==> src/rtl/fpu_pkg.sv <==
// Shared constants for the FPU writeback stage: FCSR field layout, flag indices
// and the trap FSM state type.
package fpu_pkg;
   localparam int NUM_FLAGS = 5;

   localparam int FCSR_RM_LSB    = 0;
   localparam int FCSR_FLAG_LSB  = 2;
   localparam int FCSR_EN_LSB    = 7;
   localparam int FCSR_CAUSE_LSB = 12;
   localparam int FCSR_USED_W    = FCSR_CAUSE_LSB + NUM_FLAGS;

   localparam int FLAG_I = 0;
   localparam int FLAG_U = 1;
   localparam int FLAG_O = 2;
   localparam int FLAG_Z = 3;
   localparam int FLAG_V = 4;

   typedef enum logic {
      RUN = 1'b0,
      EXC = 1'b1
   } wb_state_e;
endpackage

==> src/rtl/fpu_writeback_if.sv <==
// Result handshake from an FPU arithmetic unit into the writeback stage.
interface fpu_writeback_if
   import fpu_pkg::*;
#(
   parameter int DATA_W = 32,
   parameter int ADDR_W = 5
) ();
   logic                 in_valid;
   logic                 in_ready;
   logic [DATA_W-1:0]    in_result;
   logic [ADDR_W-1:0]    in_dest;
   logic [NUM_FLAGS-1:0] in_flags;

   modport master (
      output in_valid, in_result, in_dest, in_flags,
      input  in_ready
   );

   modport slave (
      input  in_valid, in_result, in_dest, in_flags,
      output in_ready
   );
endinterface

==> src/rtl/fpu_wb_fifo.sv <==
// Two-entry synchronous FIFO; slot0 is always the head, so pops shift slot1 down.
module fpu_wb_fifo #(
   parameter int ENTRY_W = 42
) (
   input  logic               clk,
   input  logic               rst_n,
   input  logic               push_i,
   input  logic               pop_i,
   input  logic               flush_i,
   input  logic [ENTRY_W-1:0] din_i,
   output logic [ENTRY_W-1:0] head_o,
   output logic [1:0]         count_o
);
   logic [ENTRY_W-1:0] slot0_q, slot1_q;
   logic [1:0]         count_q, count_d;

   always_comb begin
      count_d = count_q;
      if (flush_i) begin
         count_d = 2'd0;
      end else begin
         case ({push_i, pop_i})
            2'b10:   count_d = count_q + 2'd1;
            2'b01:   count_d = count_q - 2'd1;
            default: count_d = count_q;
         endcase
      end
   end

   always_ff @(posedge clk) begin
      if (!rst_n) begin
         count_q <= 2'd0;
      end else begin
         count_q <= count_d;
      end
   end

   // Push is never offered when full, so push+pop only occurs at count 1.
   always_ff @(posedge clk) begin
      if (push_i && (count_q == 2'd0 || (pop_i && count_q == 2'd1))) begin
         slot0_q <= din_i;
      end else if (pop_i) begin
         slot0_q <= slot1_q;
      end
      if (push_i && !pop_i && count_q == 2'd1) begin
         slot1_q <= din_i;
      end
   end

   assign head_o  = slot0_q;
   assign count_o = count_q;
endmodule

==> src/rtl/fpu_writeback.sv <==
// FPU writeback stage: buffers results, writes the FP register file, keeps the
// FCSR and raises a trap instead of writing when an enabled exception is seen.
module fpu_writeback
   import fpu_pkg::*;
#(
   parameter int DATA_W = 32,
   parameter int ADDR_W = 5
) (
   input  logic                 clk,
   input  logic                 rst_n,
   fpu_writeback_if.slave       in_if,
   output logic                 wr_en,
   output logic [ADDR_W-1:0]    wr_addr,
   output logic [DATA_W-1:0]    wr_data,
   input  logic                 fcsr_we,
   input  logic [31:0]          fcsr_wdata,
   output logic [31:0]          fcsr_rdata,
   output logic [1:0]           rm,
   output logic                 exc_req,
   output logic [NUM_FLAGS-1:0] exc_cause,
   input  logic                 exc_ack
);
   localparam int ENTRY_W = DATA_W + ADDR_W + NUM_FLAGS;

   wb_state_e            state_q, state_d;
   logic [1:0]           rm_q, rm_d;
   logic [NUM_FLAGS-1:0] flag_q, flag_d, en_q, en_d, cause_q, cause_d;
   logic                 wr_en_q, wr_en_d;
   logic [ADDR_W-1:0]    wr_addr_q, wr_addr_d;
   logic [DATA_W-1:0]    wr_data_q, wr_data_d;
   logic                 exc_req_q, exc_req_d;
   logic [NUM_FLAGS-1:0] exc_cause_q, exc_cause_d;

   logic                 push, pop, flush;
   logic [1:0]           count;
   logic [ENTRY_W-1:0]   head;
   logic [DATA_W-1:0]    head_result;
   logic [ADDR_W-1:0]    head_dest;
   logic [NUM_FLAGS-1:0] head_flags, trap;
   logic                 fcsr_unused;

   assign in_if.in_ready = (count != 2'd2);
   assign push           = in_if.in_valid && in_if.in_ready;

   fpu_wb_fifo #(.ENTRY_W(ENTRY_W)) u_fifo (
      .clk     (clk),
      .rst_n   (rst_n),
      .push_i  (push),
      .pop_i   (pop),
      .flush_i (flush),
      .din_i   ({in_if.in_result, in_if.in_dest, in_if.in_flags}),
      .head_o  (head),
      .count_o (count)
   );

   assign {head_result, head_dest, head_flags} = head;
   assign trap = head_flags & en_q;

   always_comb begin
      state_d     = state_q;
      rm_d        = rm_q;
      flag_d      = flag_q;
      en_d        = en_q;
      cause_d     = cause_q;
      wr_en_d     = 1'b0;
      wr_addr_d   = wr_addr_q;
      wr_data_d   = wr_data_q;
      exc_req_d   = exc_req_q;
      exc_cause_d = exc_cause_q;
      pop         = 1'b0;
      flush       = 1'b0;

      // A CTC1 write owns the cycle; the head simply waits one more cycle.
      if (fcsr_we) begin
         rm_d    = fcsr_wdata[FCSR_RM_LSB +: 2];
         flag_d  = fcsr_wdata[FCSR_FLAG_LSB +: NUM_FLAGS];
         en_d    = fcsr_wdata[FCSR_EN_LSB +: NUM_FLAGS];
         cause_d = fcsr_wdata[FCSR_CAUSE_LSB +: NUM_FLAGS];
      end else if (state_q == RUN && count != 2'd0) begin
         cause_d = head_flags;
         if (trap == '0) begin
            pop       = 1'b1;
            wr_en_d   = 1'b1;
            wr_addr_d = head_dest;
            wr_data_d = head_result;
            flag_d    = flag_q | head_flags;
         end else begin
            exc_req_d   = 1'b1;
            exc_cause_d = trap;
            state_d     = EXC;
         end
      end

      if (state_q == EXC && exc_ack) begin
         flush       = 1'b1;
         exc_req_d   = 1'b0;
         exc_cause_d = '0;
         state_d     = RUN;
      end
   end

   always_ff @(posedge clk) begin
      if (!rst_n) begin
         state_q     <= RUN;
         rm_q        <= '0;
         flag_q      <= '0;
         en_q        <= '0;
         cause_q     <= '0;
         wr_en_q     <= 1'b0;
         wr_addr_q   <= '0;
         wr_data_q   <= '0;
         exc_req_q   <= 1'b0;
         exc_cause_q <= '0;
      end else begin
         state_q     <= state_d;
         rm_q        <= rm_d;
         flag_q      <= flag_d;
         en_q        <= en_d;
         cause_q     <= cause_d;
         wr_en_q     <= wr_en_d;
         wr_addr_q   <= wr_addr_d;
         wr_data_q   <= wr_data_d;
         exc_req_q   <= exc_req_d;
         exc_cause_q <= exc_cause_d;
      end
   end

   assign fcsr_unused = ^fcsr_wdata[31:FCSR_USED_W];
   assign fcsr_rdata  = {{(32-FCSR_USED_W){1'b0}}, cause_q, en_q, flag_q, rm_q};
   assign rm          = rm_q;
   assign wr_en       = wr_en_q;
   assign wr_addr     = wr_addr_q;
   assign wr_data     = wr_data_q;
   assign exc_req     = exc_req_q;
   assign exc_cause   = exc_cause_q;
endmodule

==> src/flat_wrapper.sv <==
// flat-port wrapper written by rule: the top's interface ports become plain ports
module fpu_writeback_flat import fpu_pkg::*;
#(
   parameter int DATA_W = 32,
   parameter int ADDR_W = 5
)
  (clk, rst_n, wr_en, wr_addr, wr_data, fcsr_we, fcsr_wdata, fcsr_rdata, rm, exc_req, exc_cause, exc_ack, in_if_in_valid, in_if_in_result, in_if_in_dest, in_if_in_flags, in_if_in_ready);
  fpu_writeback_if #(.DATA_W(DATA_W), .ADDR_W(ADDR_W)) in_if_i ();
  input  logic clk;
  input  logic rst_n;
  output logic wr_en;
  output logic [ADDR_W-1:0] wr_addr;
  output logic [DATA_W-1:0] wr_data;
  input  logic fcsr_we;
  input  logic [31:0] fcsr_wdata;
  output logic [31:0] fcsr_rdata;
  output logic [1:0] rm;
  output logic exc_req;
  output logic [NUM_FLAGS-1:0] exc_cause;
  input  logic exc_ack;
  input wire logic [$bits(in_if_i.in_valid)-1:0] in_if_in_valid;
  input wire logic [$bits(in_if_i.in_result)-1:0] in_if_in_result;
  input wire logic [$bits(in_if_i.in_dest)-1:0] in_if_in_dest;
  input wire logic [$bits(in_if_i.in_flags)-1:0] in_if_in_flags;
  output wire logic [$bits(in_if_i.in_ready)-1:0] in_if_in_ready;
  assign in_if_i.in_valid = in_if_in_valid;
  assign in_if_i.in_result = in_if_in_result;
  assign in_if_i.in_dest = in_if_in_dest;
  assign in_if_i.in_flags = in_if_in_flags;
  assign in_if_in_ready = in_if_i.in_ready;
  fpu_writeback #(.DATA_W(DATA_W), .ADDR_W(ADDR_W)) u_core (.clk(clk), .rst_n(rst_n), .in_if(in_if_i), .wr_en(wr_en), .wr_addr(wr_addr), .wr_data(wr_data), .fcsr_we(fcsr_we), .fcsr_wdata(fcsr_wdata), .fcsr_rdata(fcsr_rdata), .rm(rm), .exc_req(exc_req), .exc_cause(exc_cause), .exc_ack(exc_ack));
endmodule
==> config.mk <==
export PLATFORM = sky130hd
export DESIGN_NAME = fpu_writeback_flat
export DESIGN_NICKNAME = d
export VERILOG_FILES = /design/src/rtl/fpu_pkg.sv /design/src/rtl/fpu_writeback_if.sv /design/src/rtl/fpu_wb_fifo.sv /design/src/rtl/fpu_writeback.sv /design/src/flat_wrapper.sv
export SDC_FILE = /design/constraint.sdc
export NUM_CORES = 1
export LEC_CHECK = 0
export CORE_UTILIZATION = 29
export CTS_CLUSTER_DIAMETER = 60
export DETAILED_ROUTE_END_ITERATION = 10
export HOLD_SLACK_MARGIN = 0.1
export PLACE_DENSITY_LB_ADDON = 0.2
export REMOVE_ABC_BUFFERS = 1
export SLEW_MARGIN = 25
export SYNTH_ARGS = -nofsm -noshare
export SYNTH_HDL_FRONTEND = slang
export SYNTH_SLANG_ARGS = --single-unit
==> constraint.sdc <==
create_clock -name clk -period 3.3 [get_ports clk]
set_input_delay 0.495 -clock clk [delete_from_list [all_inputs] [get_ports clk]]
set_output_delay 0.495 -clock clk [all_outputs]
set_load 0.01 [all_outputs]
==> run metrics, run 1 <==
period utilization=0.819; crit end category=flop; starting density of the core=0.296; GR Util met1=0.219; die height=~160 µm; Fillers=approximately 2400; Non-Filler Instances=1107; vias in the first global route=between 5000 and 6000; Ports=158; CTS root buffer=clkbuf_16; Power Internal=0.00462 W; status=completed; cts repair resizes=0; sequential standard cell area=between 0.003 and 0.004 mm²; synthesis-stage register bit count=147; top cells by area, synth=edfxtp_1 (35%), dfxtp_1 (18%), nand4_1 (7.1%), and4b_1 (5.8%), a31o_2 (4.5%); critical path type=reg2reg; total grt overflow=0; Largest stage delay, worst path=480 ps; net switching power=0.00268 W; Netlist cell types=36; Critical Path Fanout Max=37; GR met2 Demand/Resource=0.262; Routed Wire Length=roughly 20 mm; unrepaired setup endpoints after global routing=no; drt wl/cell=about 18 µm; Warnings, synthesis=0; Final Hold Slack=460 ps; Worst Path Arrival=2850 ps; required time of the critical path=3450 ps; final net count=854; met3 Use GR=0.0359; number of setup buffers added after CTS=0; die width=159 µm; delay-heaviest family, CP=buffers and inverters; vias=5672; clock power share=0.256; Slew HR=0.491; Clock Path Buffers=2; layer with the highest usage=met2; Cell Chain, Critical Path=a222oi_1, buf_4, buf_4, and4_2, buf_4, o211ai_1; top cell type's share of synthesized area=0.351; Max Freq=370 MHz; FP Rows=57; time the worst path needs with I/O delays and setup=2700 ps; Setup Skew=10.8 ps; Vias per Instance=5.12; H-tree levels=4; Sequential Power Share=0.382; CTS buffer count=17; growth of design area from synthesis to finish=27.5%; Worst-Margin Slew=roughly 760 ps; critical path's slowest cell=edfxtp_1; CTS hold repair buffers=0; most numerous cell on the critical path=buf_4; Syn Inst Count=689; Hold Path Class=reg2reg; die area=~0.025 mm²; max-cap violation count=0; pre-CTS setup slack=495 ps; Hold Vio Cnt, Final=0; sequential fraction of the synthesis area=0.526; initial DRC count=570; leakage power=3.17 nW; area of the multi-input gates=0.00280 mm²; first-pass GRT wire length=around 32 mm; placer's final routability congestion estimate=0.725; # setup viols final=0; initial antenna violation count=1; Post-DP HPWL=about 11 mm; sw frac=0.367; post-synth top area cell=edfxtp_1; Max Slew Vio Count=0; Setup WS post-layout=597 ps; CTS tree=done; CTS Sinks=147; synthesized cell area=around 0.0072 mm²; worst-skew pair later-pin latency=around 420 ps; clk slew on worst S/H paths=60 ps; dpl cells=1075; Global Route Usage Sum=0.162; element type at the critical path start=flop; n_diodes=0; Core Box Area=0.0243 mm²; share of layout cells above drive strength 1=0.133; Buffers on Ports=127; largest net degree at the start of global routing=121; combinational share of power=0.362; Antenna Violating Nets Remaining=0; Power Density=797 mW/mm²; maximum vdd drop=0.000542 V; Mean Syn Cell Area=10.4 µm²; Residual DRC=0; first drt pass iteration count=4; buffer and inverter count on the worst path=3
-- cell usage in the layout (no fill, tap or decap), types with 3 or more instances in the layout --
master           instances
clkdlybuf4s50_1        126
edfxtp_1                84
nand4_1                 81
dfxtp_1                 63
nand2_1                 50
nand3_1                 45
and4b_1                 42
o211ai_1                42
inv_1                   40
a31o_2                  37
a21oi_1                 37
clkbuf_16               19
mux2i_1                 15
nor2_1                  15
conb_1                  15
buf_4                   13
a211oi_1                 6
mux2_2                   5
a32o_1                   5
buf_12                   4
inv_2                    3
ha_2                     3
inv_4                    3
clkinv_2                 3
clkinv_4                 3
-- kinds of logic after synthesis --
group / Yosys count / synth area share
compound gates: 135 / 0.137
xor+xnor: 2 / 0.00244
fa+ha+maj: 5 / 0.00870
buf+inv: 139 / 0.0933
flops: 147 / 0.526
mux: 20 / 0.0287
other cells: 1 / 0.000522
simple gates: 240 / 0.203
-- state kept, by name, indices dropped and copies added, names as in the netlist --
name	flops
u_core.cause_q	5
u_core.en_q	5
u_core.exc_cause	5
u_core.flag_q	5
u_core.rm	2
u_core.state_q	1
u_core.u_fifo.count_o	2
u_core.u_fifo.head_o	42
u_core.u_fifo.slot1_q	42
u_core.wr_addr	5
u_core.wr_data	32
u_core.wr_en	1
-- cells in the mapped netlist, drive strengths merged --
master,instances
and3b,1
nand3,46
and4,1
a21boi,2
mux2,5
clkbuf,42
nor2,15
o21ai,2
mux2i,15
edfxtp,84
ha,5
nand3b,1
nor3,1
dfxtp,63
o21a,1
a211oi,6
o211ai,42
a222oi,1
and2,1
nand4,81
conb,1
a22oi,1
o21bai,1
nand2,51
a21oi,37
clkinv,1
and4b,42
inv,42
a32o,5
buf,54
xor2,2
a31o,37
-- metrics by stage --
stage	cell area [µm²]	setup TNS, ps	power, W	utilization
floorplan	6730	-990040	0.00431	-
global placement	8600	0	0.00549	0.354
detailed placement	8600	0	0.00550	0.354
CTS	9160	0	0.00740	0.377
global route	9160	0	0.00773	0.377
finish	9160	0	0.00730	0.377
-- layer usage --
metal	vias up	wire length (µm)
met5	-	10
met4	2	186
met3	15	913
met2	157	9880
met1	2747	9440
li1	2751	-
-- worst reg2reg max path, stage by stage (launching register included) --
cell and delay, ps:
edfxtp_1 480, a222oi_1 370, buf_4 340, buf_4 440
and4_2 320, buf_4 310, o211ai_1 180
-- final timing paths --
path                                          start                                end  slack [ps]  depth (start not counted)
hold / removal     u_core.exc_cause[3]$_SDFFE_PP0P_   u_core.exc_cause[3]$_SDFFE_PP0P_         460                          2
setup reg to reg  u_core.u_fifo.head_o[1]$_DFFE_PP_  u_core.u_fifo.head_o[0]$_DFFE_PP_         600                          6
hold reg to reg    u_core.exc_cause[3]$_SDFFE_PP0P_   u_core.exc_cause[3]$_SDFFE_PP0P_         460                          2
setup / recovery  u_core.u_fifo.head_o[1]$_DFFE_PP_  u_core.u_fifo.head_o[0]$_DFFE_PP_         600                          6
-- area by class of cell --
class / count / share of cell area
flip-flops and latches: 147 / 0.413
clock buffers: 22 / 0.0542
well taps: 324 / 0.0442
multi-input cells: 417 / 0.306
repair buffers: 144 / 0.158
clock inverters: 10 / 0.00751
inverters: 43 / 0.0176
-- power groups by stage --
stage | registers, W | logic [W] | clock network [W]
final | 0.00279 | 0.00264 | 0.00187
after global routing | 0.00284 | 0.00289 | 0.00199
after CTS | 0.00280 | 0.00268 | 0.00192
after detailed placement | 0.00283 | 0.00267 | 0
after global placement | 0.00283 | 0.00266 | 0
after floorplan | 0.00285 | 0.00147 | 0
No activity file was read; power rests on OpenSTA's default activity.
==> run 2: changes to the inputs <==
- clock period: 3.3 -> 2.6 ns (I/O delays scaled with it)
==> run metrics, run 2 (same netlist as run 1, synthesis figures left out) <==
status=completed; CTS Sinks=147 (unchanged); CTS hold repair buffers=0 (unchanged); vias=5747 (+1.3%); number of setup buffers added after CTS=0 (unchanged); period utilization=0.826 (+0.00651); first drt pass iteration count=5 (+1); Post-DP HPWL=11.9 mm (+7.2%); commonest non-fill, non-tap cell in the layout=clkdlybuf4s50_1; n_diodes=0 (unchanged); total grt overflow=0 (unchanged); starting density of the core=0.296 (unchanged); Residual DRC=0 (unchanged); largest net degree at the start of global routing=99 (-18%); Power Density=1030 mW/mm² (+29%); drt wl/cell=18.3 µm (-0.78%); leakage power=3.22 nW (+1.8%); die height=159 µm (unchanged); RR Endpoint=u_core.u_fifo.slot1_q[20]$_DFFE_PP_; FP Rows=57 (unchanged); # setup viols final=0 (unchanged); Clock Path Buffers=2 (unchanged); time the worst path needs with I/O delays and setup=2150 ps (-556 ps); vias in the first global route=5590 (+3.9%); Max Freq=466 MHz (+26%); die area=0.0254 mm² (unchanged); Setup WS post-layout=453 ps (-144 ps); unrepaired setup endpoints after global routing=no; Ports=158 (unchanged); first-pass GRT wire length=32.8 mm (+2.5%); CTS buffer count=17 (unchanged); Hold Vio Cnt, Final=0 (unchanged); Worst Reg-to-Reg Cells=5 (-1); Critical Path Fanout Max=27 (-27%); die width=159 µm (unchanged); placer's final routability congestion estimate=0.696 (-4.1%); final net count=864 (+1.2%); Routed Wire Length=20.5 mm (+0.11%); RR Startpoint=u_core.u_fifo.head_o[1]$_DFFE_PP_; Core Box Area=0.0243 mm² (unchanged); pre-CTS setup slack=322 ps (-173 ps); initial antenna violation count=0 (-1); maximum vdd drop=0.000587 V (+8.2%); Antenna Violating Nets Remaining=0 (unchanged); element type at the critical path start=flop; CTS root buffer=clkbuf_16; cts repair resizes=0 (unchanged); Worst Path Arrival=2280 ps (-570 ps); clk slew on worst S/H paths=60 ps (about the same); critical path type=reg2reg; H-tree levels=4 (unchanged); Buffers on Ports=127 (unchanged); worst-skew pair later-pin latency=430 ps (about the same); max-cap violation count=0 (unchanged); Non-Filler Instances=1117 (+0.90%); initial DRC count=468 (-18%); growth of design area from synthesis to finish=29.2%; share of layout cells above drive strength 1=0.141 (+0.00841); required time of the critical path=2740 ps (-710 ps); R2R Setup Slk=450 ps (-140 ps); Final Hold Slack=458 ps (-1.39 ps); dpl cells=1085 (+0.93%); crit end category=flop; Global Route Usage Sum=0.165 (+0.00312); Hold Path Class=reg2reg; Max Slew Vio Count=0 (unchanged); Setup Skew=9.43 ps (-1.37 ps); CP Launch Point=u_core.u_fifo.head_o[1]$_DFFE_PP_; Worst-Margin Slew=823 ps (+61.6 ps); Setup crit end=u_core.u_fifo.slot1_q[20]$_DFFE_PP_; Vias per Instance=5.15 (+0.42%); CTS tree=done; most frequent cells in the layout=clkdlybuf4s50_1 (126), edfxtp_1 (84), nand4_1 (81), dfxtp_1 (63), nand2_1 (50); Slew HR=0.450 (-0.0412)
## run 2: worst min-delay path by stage
stage / from / slack, ps / depth (start not counted) / endpoint
floorplan: u_core.exc_cause[2]$_SDFFE_PP0P_ / 480 / 2 / u_core.exc_cause[2]$_SDFFE_PP0P_
CTS: u_core.exc_cause[3]$_SDFFE_PP0P_ / 460 / 2 / u_core.exc_cause[3]$_SDFFE_PP0P_
finish: u_core.exc_cause[3]$_SDFFE_PP0P_ / 460 / 2 / u_core.exc_cause[3]$_SDFFE_PP0P_
global placement: u_core.exc_cause[4]$_SDFFE_PP0P_ / 440 / 2 / u_core.exc_cause[4]$_SDFFE_PP0P_
global route: u_core.exc_cause[3]$_SDFFE_PP0P_ / 470 / 2 / u_core.exc_cause[3]$_SDFFE_PP0P_
detailed placement: u_core.exc_cause[3]$_SDFFE_PP0P_ / 450 / 2 / u_core.exc_cause[3]$_SDFFE_PP0P_
## run 2: report_power, final
part	internal (W)	switching [W]	leakage [nW]
logic	0.00129	0.00216	1.64
registers	0.00329	0.000248	1.30
clock network	0.00153	0.00100	0.286
## run 2: per-stage QoR
step / util / setup TNS, ps / cell area, µm² / power [W]
after floorplan: - / -1113940 / 6730 / 0.00545
after detailed placement: 0.357 / 0 / 8680 / 0.00707
after CTS: 0.382 / 0 / 9280 / 0.00964
final: 0.382 / 0 / 9280 / 0.00952
after global placement: 0.357 / 0 / 8680 / 0.00707
after global routing: 0.382 / 0 / 9280 / 0.0101
## run 2: area by class of cell
cell class	count	area, µm²
sequential	147	3780
multi-input combinational	417	2800
inverter	43	161
clock inverter	13	156
tap	324	405
timing repair buffer	154	1530
fill	2408	15000
clock buffer	19	443
## run 2: worst max-delay path: stages, from the launching register on
cell	delay, ps
edfxtp_1	470
a222oi_1	520
nand3_2	220
ha_1	230
and2_2	170
buf_4	260
## run 2: routing by layer
metal | GRT usage | part of all wire | up-vias
met5 | 0 | 0 | -
met4 | 0.0494 | 0.011 | 0
met3 | 0.0349 | 0.049 | 16
met2 | 0.260 | 0.48 | 159
met1 | 0.227 | 0.46 | 2796
li1 | - | - | 2776
==> run 3: changes to the inputs <==
- clock period: 2.6 -> 2.21 ns (I/O delays scaled with it)
==> run metrics, run 3 (same netlist as run 1, synthesis figures left out) <==
status=completed; Cell Chain, Critical Path=inv_1, ha_4, inv_1, clkdlybuf4s50_1; CTS hold repair buffers=0 (unchanged); period utilization=0.949; most frequent cells in the layout=clkdlybuf4s50_1 (126), edfxtp_1 (84), nand4_1 (81), dfxtp_1 (63), nand2_1 (50); sequential standard cell area=0.00378 mm² (unchanged); crit end category=output port; Setup Skew=11.7 ps (+2.29 ps); Clock Path Buffers=2 (unchanged); max-cap violation count=0 (unchanged); RR Endpoint=u_core.u_fifo.head_o[35]$_DFFE_PP_; Power Internal=0.00748 W (+22%); CP Launch Point=u_core.u_fifo.count_o[0]$_SDFFE_PP0P_; Hold Vio Cnt, Final=0 (unchanged); area of the multi-input gates=0.00282 mm² (+0.49%); die width=159 µm (unchanged); Worst Path Arrival=1770 ps (-510 ps); critical path's slowest cell=clkdlybuf4s50_1; time the worst path needs with I/O delays and setup=between 2000 and 2500 ps; net switching power=0.00399 W (+17%); H-tree levels=4 (unchanged); initial antenna violation count=0 (unchanged); CTS root buffer=clkbuf_16; Residual DRC=0 (unchanged); maximum vdd drop=0.000589 V (+0.32%); share of layout cells above drive strength 1=0.150 (+0.00858); FP Rows=57 (unchanged); die height=159 µm (unchanged); unrepaired setup endpoints after global routing=no; die area=0.0254 mm² (unchanged); first drt pass iteration count=5 (unchanged); Antenna Violating Nets Remaining=0 (unchanged); worst-skew pair later-pin latency=420 ps (about the same); pre-CTS setup slack=142 ps (-180 ps); vias=5730 (-0.30%); Worst-Margin Slew=551 ps (-273 ps); sw frac=0.348 (-0.0103); placer's final routability congestion estimate=0.699 (+0.52%); initial DRC count=624 (+33%); Routed Wire Length=20.2 mm (-1.4%); CTS tree=done; Setup WS post-layout=112 ps (-341 ps); critical path type=reg2out; leakage power=3.30 nW (+2.4%); cts repair resizes=0 (unchanged); Largest stage delay, worst path=540 ps (+20 ps); element type at the critical path start=flop; Slew HR=0.633 (+0.183); Power Density=1210 mW/mm² (+18%); Max Slew Vio Count=0 (unchanged); vias in the first global route=5450 (-2.5%); Sequential Power Share=0.363 (-0.008); R2R Setup Slk=200 ps (-250 ps); Fillers=2380 (-1.2%); largest net degree at the start of global routing=80 (-19%); growth of design area from synthesis to finish=31.5%; CTS Sinks=147 (unchanged); Critical Path Fanout Max=13 (-52%); drt wl/cell=17.9 µm (-2.1%); commonest non-fill, non-tap cell in the layout=clkdlybuf4s50_1; combinational share of power=0.372 (+0.009); required time of the critical path=1880 ps (-860 ps); clock power share=0.264 (-0.002); Post-DP HPWL=12.2 mm (+2.3%); RR Startpoint=u_core.u_fifo.head_o[2]$_DFFE_PP_; n_diodes=0 (unchanged); Setup crit end=in_if_in_ready; Hold Path Class=reg2reg; starting density of the core=0.296 (unchanged); final net count=872 (+0.93%); Max Freq=477 MHz; total grt overflow=0 (unchanged); Final Hold Slack=464 ps (+5.38 ps); # setup viols final=0 (unchanged); Core Box Area=0.0243 mm² (unchanged); Worst Reg-to-Reg Cells=4 (-1); WHS Path Cells=2 (unchanged); Global Route Usage Sum=0.161 (-0.00414); clk slew on worst S/H paths=60 ps (about the same); most numerous cell on the critical path=inv_1; CTS buffer count=17 (unchanged); Ports=158 (unchanged); first-pass GRT wire length=32.0 mm (-2.5%); Vias per Instance=5.09 (-1.0%); number of setup buffers added after CTS=0 (unchanged); Buffers on Ports=127 (unchanged)
-- run 3: cell types whose count changed in the layout (fill, tap and decap cells not counted), sizes merged --
cell / previous run / this run
buf: 28 / 36
clkbuf: 19 / 26
clkinv: 6 / 3
clkinvlp: 2 / 0
bufinv: 3 / 2
inv: 45 / 44
-- run 3: worst min-delay path by stage --
| stage | from | endpoint | slack [ps] |
|---|---|---|---|
| 4_1_cts | u_core.exc_cause[3]$_SDFFE_PP0P_ | u_core.exc_cause[3]$_SDFFE_PP0P_ | 460 |
| 3_5_place_dp | u_core.exc_cause[2]$_SDFFE_PP0P_ | u_core.exc_cause[2]$_SDFFE_PP0P_ | 460 |
| 2_1_floorplan | in_if_in_flags[0] | u_core.u_fifo.slot1_q[0]$_DFFE_PP_ | 430 |
| 5_1_grt | u_core.exc_cause[2]$_SDFFE_PP0P_ | u_core.exc_cause[2]$_SDFFE_PP0P_ | 490 |
| 3_3_place_gp | u_core.exc_cause[3]$_SDFFE_PP0P_ | u_core.exc_cause[3]$_SDFFE_PP0P_ | 440 |
| 6_report | u_core.exc_cause[2]$_SDFFE_PP0P_ | u_core.exc_cause[2]$_SDFFE_PP0P_ | 460 |
-- run 3: worst max-delay path, delay by kind of cell, from the launching register on --
family,cells,cell delay (ps)
adders and majority gates,1,230
DFF,1,380
buffers and inverters,3,750
-- run 3: cell type report --
| type | instances | share of cell area |
|---|---|---|
| Timing Repair Buffer | 162 | 0.176 |
| Clock buffer | 26 | 0.0564 |
| Tap cell | 324 | 0.0429 |
| Sequential cell | 147 | 0.400 |
| Clock inverter | 6 | 0.00926 |
| Multi-Input combinational cell | 417 | 0.298 |
| Inverter | 43 | 0.0171 |
-- run 3: power groups by stage --
stage / registers [W] / clock network [W] / logic [W]
finish: 0.00417 / 0.00303 / 0.00427
CTS: 0.00417 / 0.00311 / 0.00430
global placement: 0.00422 / 0 / 0.00428
detailed placement: 0.00422 / 0 / 0.00429
floorplan: 0.00420 / 0 / 0.00188
global route: 0.00424 / 0.00322 / 0.00468
-- run 3: per-layer routing --
metal  wire, µm  part of all wire  vias up  track usage
li1           -                 -     2784            -
met1       9240              0.46     2768        0.217
met2       9680              0.48      166        0.261
met3       1020             0.051       12       0.0357
met4        225             0.011        0       0.0415
met5          0                 0        -            0
-- run 3: per-stage QoR --
| step | power (W) | cell area, µm² | std cells | setup TNS, ps | util |
|---|---|---|---|---|---|
| after floorplan | 0.00608 | 6730 | 607 | -1182970 | - |
| after global placement | 0.00850 | 8820 | 1093 | 0 | 0.363 |
| after detailed placement | 0.00851 | 8820 | 1093 | 0 | 0.363 |
| after CTS | 0.0116 | 9440 | 1125 | 0 | 0.388 |
| after global routing | 0.0121 | 9450 | 1125 | 0 | 0.389 |
| final | 0.0115 | 9450 | 1125 | 0 | 0.389 |
